## config.mk

```make
export PLATFORM = sky130hd
export DESIGN_NAME = imem_fetch_buffer
export DESIGN_NICKNAME = d
export VERILOG_FILES = /design/src/rtl/imem_pkg.sv /design/src/rtl/imem_line_store.sv /design/src/rtl/imem_fetch_buffer.sv
export SDC_FILE = /design/constraint.sdc
export NUM_CORES = 1
export LEC_CHECK = 0
export BUFFER_PORTS_ARGS = -buffer_cell sky130_fd_sc_hd__buf_2
export CORE_MARGIN = 1
export CORE_UTILIZATION = 57
export CTS_CLUSTER_DIAMETER = 80
export DETAILED_ROUTE_END_ITERATION = 8
export PLACE_DENSITY = 0.8
export SYNTH_ARGS = -nofsm -noshare
export SYNTH_HDL_FRONTEND = slang
export SYNTH_SLANG_ARGS = --single-unit
```

## constraint.sdc

```tcl
create_clock -name clk -period 3.2 [get_ports clk]
set_clock_uncertainty 0.2 [all_clocks]
set_input_delay 0.16 -clock clk [delete_from_list [all_inputs] [get_ports clk]]
set_output_delay 0.16 -clock clk [all_outputs]
set_load 0.01 [all_outputs]
```

## src/rtl/imem_pkg.sv

```systemverilog
// Shared definitions for the single-line instruction fetch buffer.
package imem_pkg;

    localparam int LINE_WORDS_DEFAULT = 4;

    typedef enum logic {
        IDLE = 1'b0,
        FILL = 1'b1
    } fill_state_t;

endpackage

```

## src/rtl/imem_line_store.sv

```systemverilog
// One buffered line: tag, valid bit and word array, with one write port and a
// combinational read port.
module imem_line_store
    import imem_pkg::*;
#(
    parameter int LINE_WORDS = LINE_WORDS_DEFAULT,
    localparam int IDX_W = $clog2(LINE_WORDS),
    localparam int TAG_W = 30 - IDX_W
) (
    input  logic             clk,
    input  logic             reset,
    input  logic             clear_valid,
    input  logic             commit,
    input  logic [TAG_W-1:0] commit_tag,
    input  logic             commit_valid,
    input  logic             wr_en,
    input  logic [IDX_W-1:0] wr_idx,
    input  logic [31:0]      wr_data,
    input  logic [IDX_W-1:0] rd_idx,
    output logic [TAG_W-1:0] tag,
    output logic             valid,
    output logic [31:0]      rd_data
);

    logic [31:0] words [LINE_WORDS];

    always_ff @(posedge clk) begin
        if (reset) begin
            tag   <= '0;
            valid <= 1'b0;
            for (int i = 0; i < LINE_WORDS; i++) begin
                words[i] <= '0;
            end
        end else begin
            if (wr_en) begin
                words[wr_idx] <= wr_data;
            end
            // commit and clear_valid come from different fill states, never together
            if (commit) begin
                tag   <= commit_tag;
                valid <= commit_valid;
            end else if (clear_valid) begin
                valid <= 1'b0;
            end
        end
    end

    assign rd_data = words[rd_idx];

endmodule

```

## src/rtl/imem_fetch_buffer.sv

```systemverilog
// Single-line instruction fetch buffer: hits are answered combinationally, a
// miss fills the whole line in order from backing memory.
module imem_fetch_buffer
    import imem_pkg::*;
#(
    parameter int LINE_WORDS = LINE_WORDS_DEFAULT
) (
    input  logic        clk,
    input  logic        reset,
    input  logic [31:0] i_addr,
    input  logic        flush,
    output logic [31:0] i_data,
    output logic        i_valid,
    output logic        stall_req,
    output logic        mem_req,
    output logic [31:0] mem_addr,
    input  logic        mem_ack,
    input  logic [31:0] mem_rdata
);

    localparam int IDX_W = $clog2(LINE_WORDS);
    localparam int TAG_W = 30 - IDX_W;
    localparam logic [IDX_W-1:0] LAST_BEAT = IDX_W'(LINE_WORDS - 1);

    fill_state_t      state, next_state;
    logic [TAG_W-1:0] fill_tag;
    logic [IDX_W-1:0] beat;
    logic             discard;

    logic [TAG_W-1:0] addr_tag;
    logic [IDX_W-1:0] addr_idx;
    logic [TAG_W-1:0] line_tag;
    logic             line_valid;
    logic [31:0]      line_word;
    logic             line_hit;
    logic             last_ack;
    logic             start_fill;
    logic             unused_low;

    assign addr_tag   = i_addr[31:2+IDX_W];
    assign addr_idx   = i_addr[1+IDX_W:2];
    assign unused_low = ^i_addr[1:0];

    assign line_hit = (state == IDLE) && line_valid && (line_tag == addr_tag);
    assign last_ack = (state == FILL) && mem_ack && (beat == LAST_BEAT);

    // Memory handshake: mem_req/mem_addr hold steady while FILL waits; a beat
    // transfers on every rising edge where mem_req and mem_ack are both high.
    always_comb begin
        next_state = state;
        start_fill = 1'b0;
        case (state)
            IDLE: begin
                if (!flush && !line_hit) begin
                    next_state = FILL;
                    start_fill = 1'b1;
                end
            end
            FILL: begin
                if (last_ack) begin
                    next_state = IDLE;
                end
            end
            default: next_state = IDLE;
        endcase
    end

    always_ff @(posedge clk) begin
        if (reset) begin
            state    <= IDLE;
            fill_tag <= '0;
            beat     <= '0;
            discard  <= 1'b0;
        end else begin
            state <= next_state;
            if (start_fill) begin
                fill_tag <= addr_tag;
                beat     <= '0;
                discard  <= 1'b0;
            end
            if (state == FILL) begin
                if (flush) begin
                    discard <= 1'b1;
                end
                if (mem_ack) begin
                    beat <= beat + 1'b1;
                end
            end
        end
    end

    imem_line_store #(
        .LINE_WORDS (LINE_WORDS)
    ) u_line_store (
        .clk          (clk),
        .reset        (reset),
        .clear_valid  (!reset && ((state == IDLE && flush) || start_fill)),
        .commit       (!reset && last_ack),
        .commit_tag   (fill_tag),
        .commit_valid (!(discard || flush)),
        .wr_en        (!reset && (state == FILL) && mem_ack),
        .wr_idx       (beat),
        .wr_data      (mem_rdata),
        .rd_idx       (addr_idx),
        .tag          (line_tag),
        .valid        (line_valid),
        .rd_data      (line_word)
    );

    // Reset masks the outputs in the same cycle so nothing escapes from the old state.
    assign i_valid   = line_hit && !reset;
    assign i_data    = i_valid ? line_word : 32'h0;
    assign stall_req = !i_valid;
    assign mem_req   = (state == FILL) && !reset;
    assign mem_addr  = mem_req ? {fill_tag, beat, 2'b00} : 32'h0;

endmodule

```

==> qor.yml, run 1 <==
gp_congestion: 0.755
wire_per_inst_um: 18.3
die_w_um: 125
critPathRequiredTime_ns: 2.84
start_util_pct: 58.8
seqPwrFrac_pct: 52.5
synth_cells: 645
drt-pass1-iter-count: 7
period_needed_ns: 2.88
finalCritPeriodShare_pct: 90.1
cp_common_cell: "buf_2"
diodes: 0
yosys-top-cells-area: "edfxtp_1, dfxtp_1, and2_1"
synth_seq_cells: 189
synth_area_leader_cell: "edfxtp_1"
slew_viol_final: 0
wirelength_mm: 18.9
drv_cap: 0
syn_area_um2: 8620
numCtsBuffers: 17
synthDistinctLibCells: 36
die_area_um2: 15600
grt.overflow.total: 0
crit_slowest_cell: "dlygate4sd3_1"
rows: 44
core_area_um2: 14600
layout-area-overhead-vs-synth_pct: 24.5
crit_path_end_kind: "output pin"
regToRegEndpoint: "u_line_store.words[0][2]"
min_from: "fill_tag[20]"
whs_ns: 0.285
path_buf_inv: 4
synth_top_area_share_pct: 44.6
grt_max_degree: 57
cts_tree: "yes"
p_switching_w: 0.00112
clk_latency_ns: 0.43
p_total_w: 0.00522
io_pins: 135
clock_sinks: 189
cts_setup_buffers: 0
path_clk_slew_ns: 0.06
antenna_found_initial: 0
rrSetupSlack_ns: 0.64
hold_viol: 0
fillers: 980
p_clk_share_pct: 39.1
cts.htree.levels: 4
port_buffers: 130
pwr-share-comb_pct: 8.4
holdPathStages: 2
critical_path.top_delay_family: "buffers and inverters"
root_buffer: "clkbuf_16"
syn_area_per_cell_um2: 13.4
final_net_count: 902
peakVddDrop_uv: 350
utilization_pct: 73.3
ys.flop_type: "edfxtp_1"
worstSetupStartpointType: "input pin"
status: "finished, violations left"
worstSetupPathType: "input pin to output pin"
powerDensity_nw_per_um2: 487
cpPeakStageDelay_ns: 0.54
max_freq_mhz: 347
grt_pass1_wl_mm: 30.4
violations: "DRC"
rsz0062_at_grt: "no"
post-dp-hpwl_mm: 10.7
async_flop_share_pct: 0
min_delay_worst_endpoint: "fill_tag[20]"
synth-edff-count: 128
yosys_warnings: 0
setup_viol: 0
crit_path_max_fanout: 34
hp-class: "flop to flop"
worst_pin_slew_ns: 1.09
first_iter_violations: 304
grt_pass1_vias: 6095
static-leakage-power_nw: 4.31
antenna_left: 0
tns_ns: 0
vias: 5588
r2r_cells: 5
swShare_pct: 21.5
clock_path_buffers: 2
worstPathArrival_ns: 2.52
p_int_w: 0.00410
seq_area_frac_synth_pct: 58.8
r2r_start: "state"
viasPerCell: 5.43
slew_headroom_pct: 27.4
grt.total_usage_pct: 25.6
path_cells: "dlygate4sd3_1 -> buf_2 -> xnor2_1 -> nand4_1 -> nor4_4 -> nand3b_1 -> buf_4 -> nor2b_1 -> buf_2"
drc_errors: 20
drive_gt1_share_pct: 25.7
die_y_um: 125
## through the flow
stage | instances | area [um2] | setup slack [ns]
floorplan | 646 | 8620 | 0.544
global placement | 929 | 9470 | 0.716
detailed placement | 929 | 9470 | 0.662
CTS | 1030 | 10700 | 0.321
global route | 1030 | 10700 | 0.198
finish | 1030 | 10700 | 0.317
## tightest hold or removal path, stage by stage, from the launching register on
cell      delay (ns)
dfxtp_1         0.32
nand2b_1        0.06
mux2i_1         0.05
## cells in the final DEF (no fill, tap or decap), types with 2 or more instances in the layout
cell           Yosys  final
xnor2_1           28     28
nor4_4             2      2
mux2i_1           28     28
nor2_2             0      2
or2_2              3      3
a22o_1            28     28
conb_1             1      2
nand4_1            6      6
dlygate4sd3_1      0     69
a21oi_1            3      3
clkinv_2           0      3
inv_1              3      4
buf_4              2     13
nor2b_1           33     32
buf_2              5    130
nor3_2             1      3
nand2_1            3      3
clkbuf_1          36      5
edfxtp_1         128    128
mux4_2            32     32
a31oi_1            3      2
dfxtp_1           61     61
nand3b_1           2      2
nor2_1             6      4
clkbuf_16          0     19
and2_1           158    158
nand2b_1          56     56
## final cells by class
type	instances	area [um2]	share of cell area [%]
clock inverter	7	63.8	0.595
inverter	3	11.3	0.105
clock buffer	25	499	4.65
sequential	189	5060	47.2
tap	184	230	2.15
timing repair buffer	213	1460	13.6
multi-input combinational	409	3400	31.7
## cell usage after synthesis (all sizes together) (4+ instances only)
library cell / number
and2: 158
edfxtp: 128
dfxtp: 61
nand2b: 56
clkbuf: 36
nor2b: 33
mux4: 32
a22o: 28
mux2i: 28
xnor2: 28
buf: 9
nand4: 6
nor2: 6
nor3: 4
## power groups by stage
stage / Clock, W / Combinational [W] / Sequential [W]
3_5_place_dp: 0 / 0.000373 / 0.00279
3_3_place_gp: 0 / 0.000362 / 0.00278
2_1_floorplan: 0 / 0.000244 / 0.00278
6_report: 0.00204 / 0.000439 / 0.00274
5_1_grt: 0.00216 / 0.000476 / 0.00275
4_1_cts: 0.00206 / 0.000441 / 0.00274
## routing by layer
metal / global-route usage, % / part of all wire, %
met1: 29.3 / 40
met3: 5.86 / 5.0
met5: 0 / 0
met4: 9.40 / 1.5
met2: 46.9 / 53
## worst max-delay path by stage
stage	from	endpoint	cells after the start
5_1_grt	i_addr[8]	i_data[0]	9
2_1_floorplan	beat[0]	u_line_store.words[2][0]	3
3_5_place_dp	state	u_line_store.words[0][23]	5
6_report	i_addr[26]	i_data[5]	9
3_3_place_gp	state	u_line_store.words[0][26]	5
4_1_cts	i_addr[6]	i_data[12]	9
## sequential cells by signal (all words and copies together) (netlist names)
signal and cells:
u_line_store.tag 28, discard 1, state 1, u_line_store.words 128
fill_tag 28, u_line_store.valid 1, beat 2
## logic make-up after synthesis
family          Yosys count  share of synthesized area (%)
compound gates           40                           3.78
other cells               1                         0.0435
xor+xnor                 28                           2.85
buf+inv                  48                           2.42
simple gates            278                           20.4
fa+ha+maj                 1                          0.145
flops                   189                           58.8
mux                      60                           11.6
## what timing repair did
| item | 4_1_cts | 5_1_grt |
|---|---|---|
| hold endpoints to repair | 161 | 0 |
| gates resized for setup | 0 | 0 |
| setup endpoints to repair | 0 | 0 |
| hold buffers | 69 | 0 |
Note: power is estimated with default switching activity, not from simulation.
==> inputs of run 2 (changes only) <==
--- a/config.mk
+++ b/config.mk
@@ -10,7 +10,7 @@
 export CORE_UTILIZATION = 57
 export CTS_CLUSTER_DIAMETER = 80
 export DETAILED_ROUTE_END_ITERATION = 8
-export PLACE_DENSITY = 0.8
+export PLACE_DENSITY_LB_ADDON = 0.3
 export SYNTH_ARGS = -nofsm -noshare
 export SYNTH_HDL_FRONTEND = slang
 export SYNTH_SLANG_ARGS = --single-unit
==> run 2 against run 1 <==
The flow still finishes with violations (DRC). Routed wire length fell by 1.1%. Setup slack worse by 0.073 ns. Clock power is 2% lower. Total power shrank 0.65%. Sequential share of layout area is 0.31 points lower. Design area up 0.65%. Critical path depth unchanged. First-iteration DRC count up 52%. Count of clock-buffer cells in the layout down 4. Maximum frequency fell by 2.5%. Core utilization grew 0.48 points. Global-route usage fell by 0.28 points. Critical path type unchanged. Critical endpoint is now i_data[2].
==> qor.yml, run 2 (synthesis results as in run 1) <==
fillers: 952
place_area_um2: 9540
grt.total_usage_pct: 25.3
setup_viol: 0
antenna_left: 0
port_buffers: 130
largest_register_ff_count: 128
tns_ns: 0
rows: 44
static-leakage-power_nw: 4.34
worstSetupStartpointType: "input pin"
wl_met1_mm: 7.78
largest_register: "u_line_store.words"
violations: "DRC"
die_area_um2: 15600
io_pins: 135
status: "finished, violations left"
grt.overflow.total: 0
layout_commonest_cell: "and2_1"
hp-class: "flop to flop"
rrSetupSlack_ns: 0.59
diodes: 0
maxUsedRoutingLayer: "met4"
regToRegEndpoint: "u_line_store.words[2][3]"
antenna_found_initial: 0
drv_cap: 0
finalCritPeriodShare_pct: 92.4
die_y_um: 125
rsz0062_at_grt: "no"
viasPerCell: 5.50
max_freq_mhz: 338
layout-area-overhead-vs-synth_pct: 25.3
worst_pin_slew_ns: 0.865
core_area_um2: 14600
period_needed_ns: 2.96
path_clk_slew_ns: 0.06
drc_errors: 18
first_iter_violations: 461
r2r_start: "state"
cts_tree: "yes"
grt_max_degree: 56
root_buffer: "clkbuf_16"
final_cell_mix: "and2_1, buf_2, edfxtp_1, dlygate4sd3_1, dfxtp_1"
worstSetupPathType: "input pin to output pin"
final_net_count: 907
post-dp-hpwl_mm: 11.2
drt-pass1-iter-count: 7
grt_pass1_vias: 6067
vias: 5688
worstPathArrival_ns: 2.60
cts_setup_buffers: 0
grt_pass1_wl_mm: 30.2
slew_headroom_pct: 42.3
crit_path_max_fanout: 14
crit_path_end_kind: "output pin"
clock_sinks: 189
stdcell_area_um2: 10800
wire_per_inst_um: 18.0
reg.largest.list: "u_line_store.words: 128 flops, fill_tag: 28 flops, u_line_store.tag: 28 flops"
crit_end: "i_data[2]"
start_util_pct: 58.8
r2r_cells: 5
clock_path_buffers: 2
powerDensity_nw_per_um2: 480
numCtsBuffers: 17
wirelength_mm: 18.7
clk_latency_ns: 0.42
hold_viol: 0
wl_met2_mm: 9.67
slew_viol_final: 0
cts.htree.levels: 4
drive_gt1_share_pct: 26.0
peakVddDrop_uv: 387
crit_start: "i_addr[6]"
met3_length_um: 888
critPathRequiredTime_ns: 2.84
gp_congestion: 0.750
die_w_um: 125
==> run 2: cell types whose count changed in the layout (fill, tap and decap cells not counted), moves of 2 or more <==
cell	delta
clkbuf_1	-2
clkinv_2	+3
clkinv_1	+3
clkbuf_16	-2
buf_12	+3
dlygate4sd3_1	+2
==> run 2: how the worst min path moves through the flow <==
stage                     slack, ns                    to  cells past startpoint                  from
after CTS                      0.29          fill_tag[11]                      2          fill_tag[11]
after global placement         0.24           fill_tag[3]                      3             i_addr[7]
after floorplan                0.09               beat[1]                      2               mem_ack
final                          0.29          fill_tag[12]                      2          fill_tag[12]
after global routing           0.31  u_line_store.tag[20]                      1  u_line_store.tag[20]
after detailed placement       0.25           fill_tag[1]                      3             i_addr[5]
==> run 2: repair_timing <==
item                                    4_1_cts  5_1_grt
resized for setup                             0        0
hold buffers                                 71        0
endpoints found under the setup margin        0        0
endpoints found under the hold margin       161        0
==> run 2: worst max-delay path, stage by stage <==
cell           delay [ns]
dlygate4sd3_1        0.55
buf_2                0.14
xnor2_1              0.24
nand4_1              0.20
nor4_4               0.39
nand3b_1             0.26
buf_4                0.27
nor2b_1              0.20
buf_2                0.16
==> run 2: cell type report <==
class | instances | area (um2) | share of cell area [%]
Sequential cell | 189 | 5060 | 46.9
Multi-Input combinational cell | 409 | 3400 | 31.5
Timing Repair Buffer | 218 | 1540 | 14.3
Clock buffer | 21 | 450 | 4.17
Tap cell | 184 | 230 | 2.13
Clock inverter | 11 | 101 | 0.939
Inverter | 3 | 11.3 | 0.104
==> run 2: stage by stage <==
stage	setup slack, ns	util, %	hold slack, ns	cells	power (W)
finish	0.243	73.7	0.290	1035	0.00519
CTS	0.318	73.7	0.293	1035	0.00521
global route	0.168	73.7	0.306	1035	0.00535
detailed placement	0.606	65.1	0.247	932	0.00317
global placement	0.693	65.1	0.239	932	0.00315
floorplan	0.544	-	0.0893	646	0.00302
==> run 2: routing by layer <==
metal,vias to the layer above,track usage (%)
met4,0,8.90
met1,2829,30.8
li1,2657,-
met3,27,5.18
met2,175,44.9
met5,-,0
==> run 2: report_power, final <==
group	internal (W)	switching, W	total (W)
Combinational	0.000241	0.000208	0.000450
Sequential	0.00270	0.0000404	0.00274
Clock	0.00115	0.000841	0.00200
Total	0.00410	0.00109	0.00519
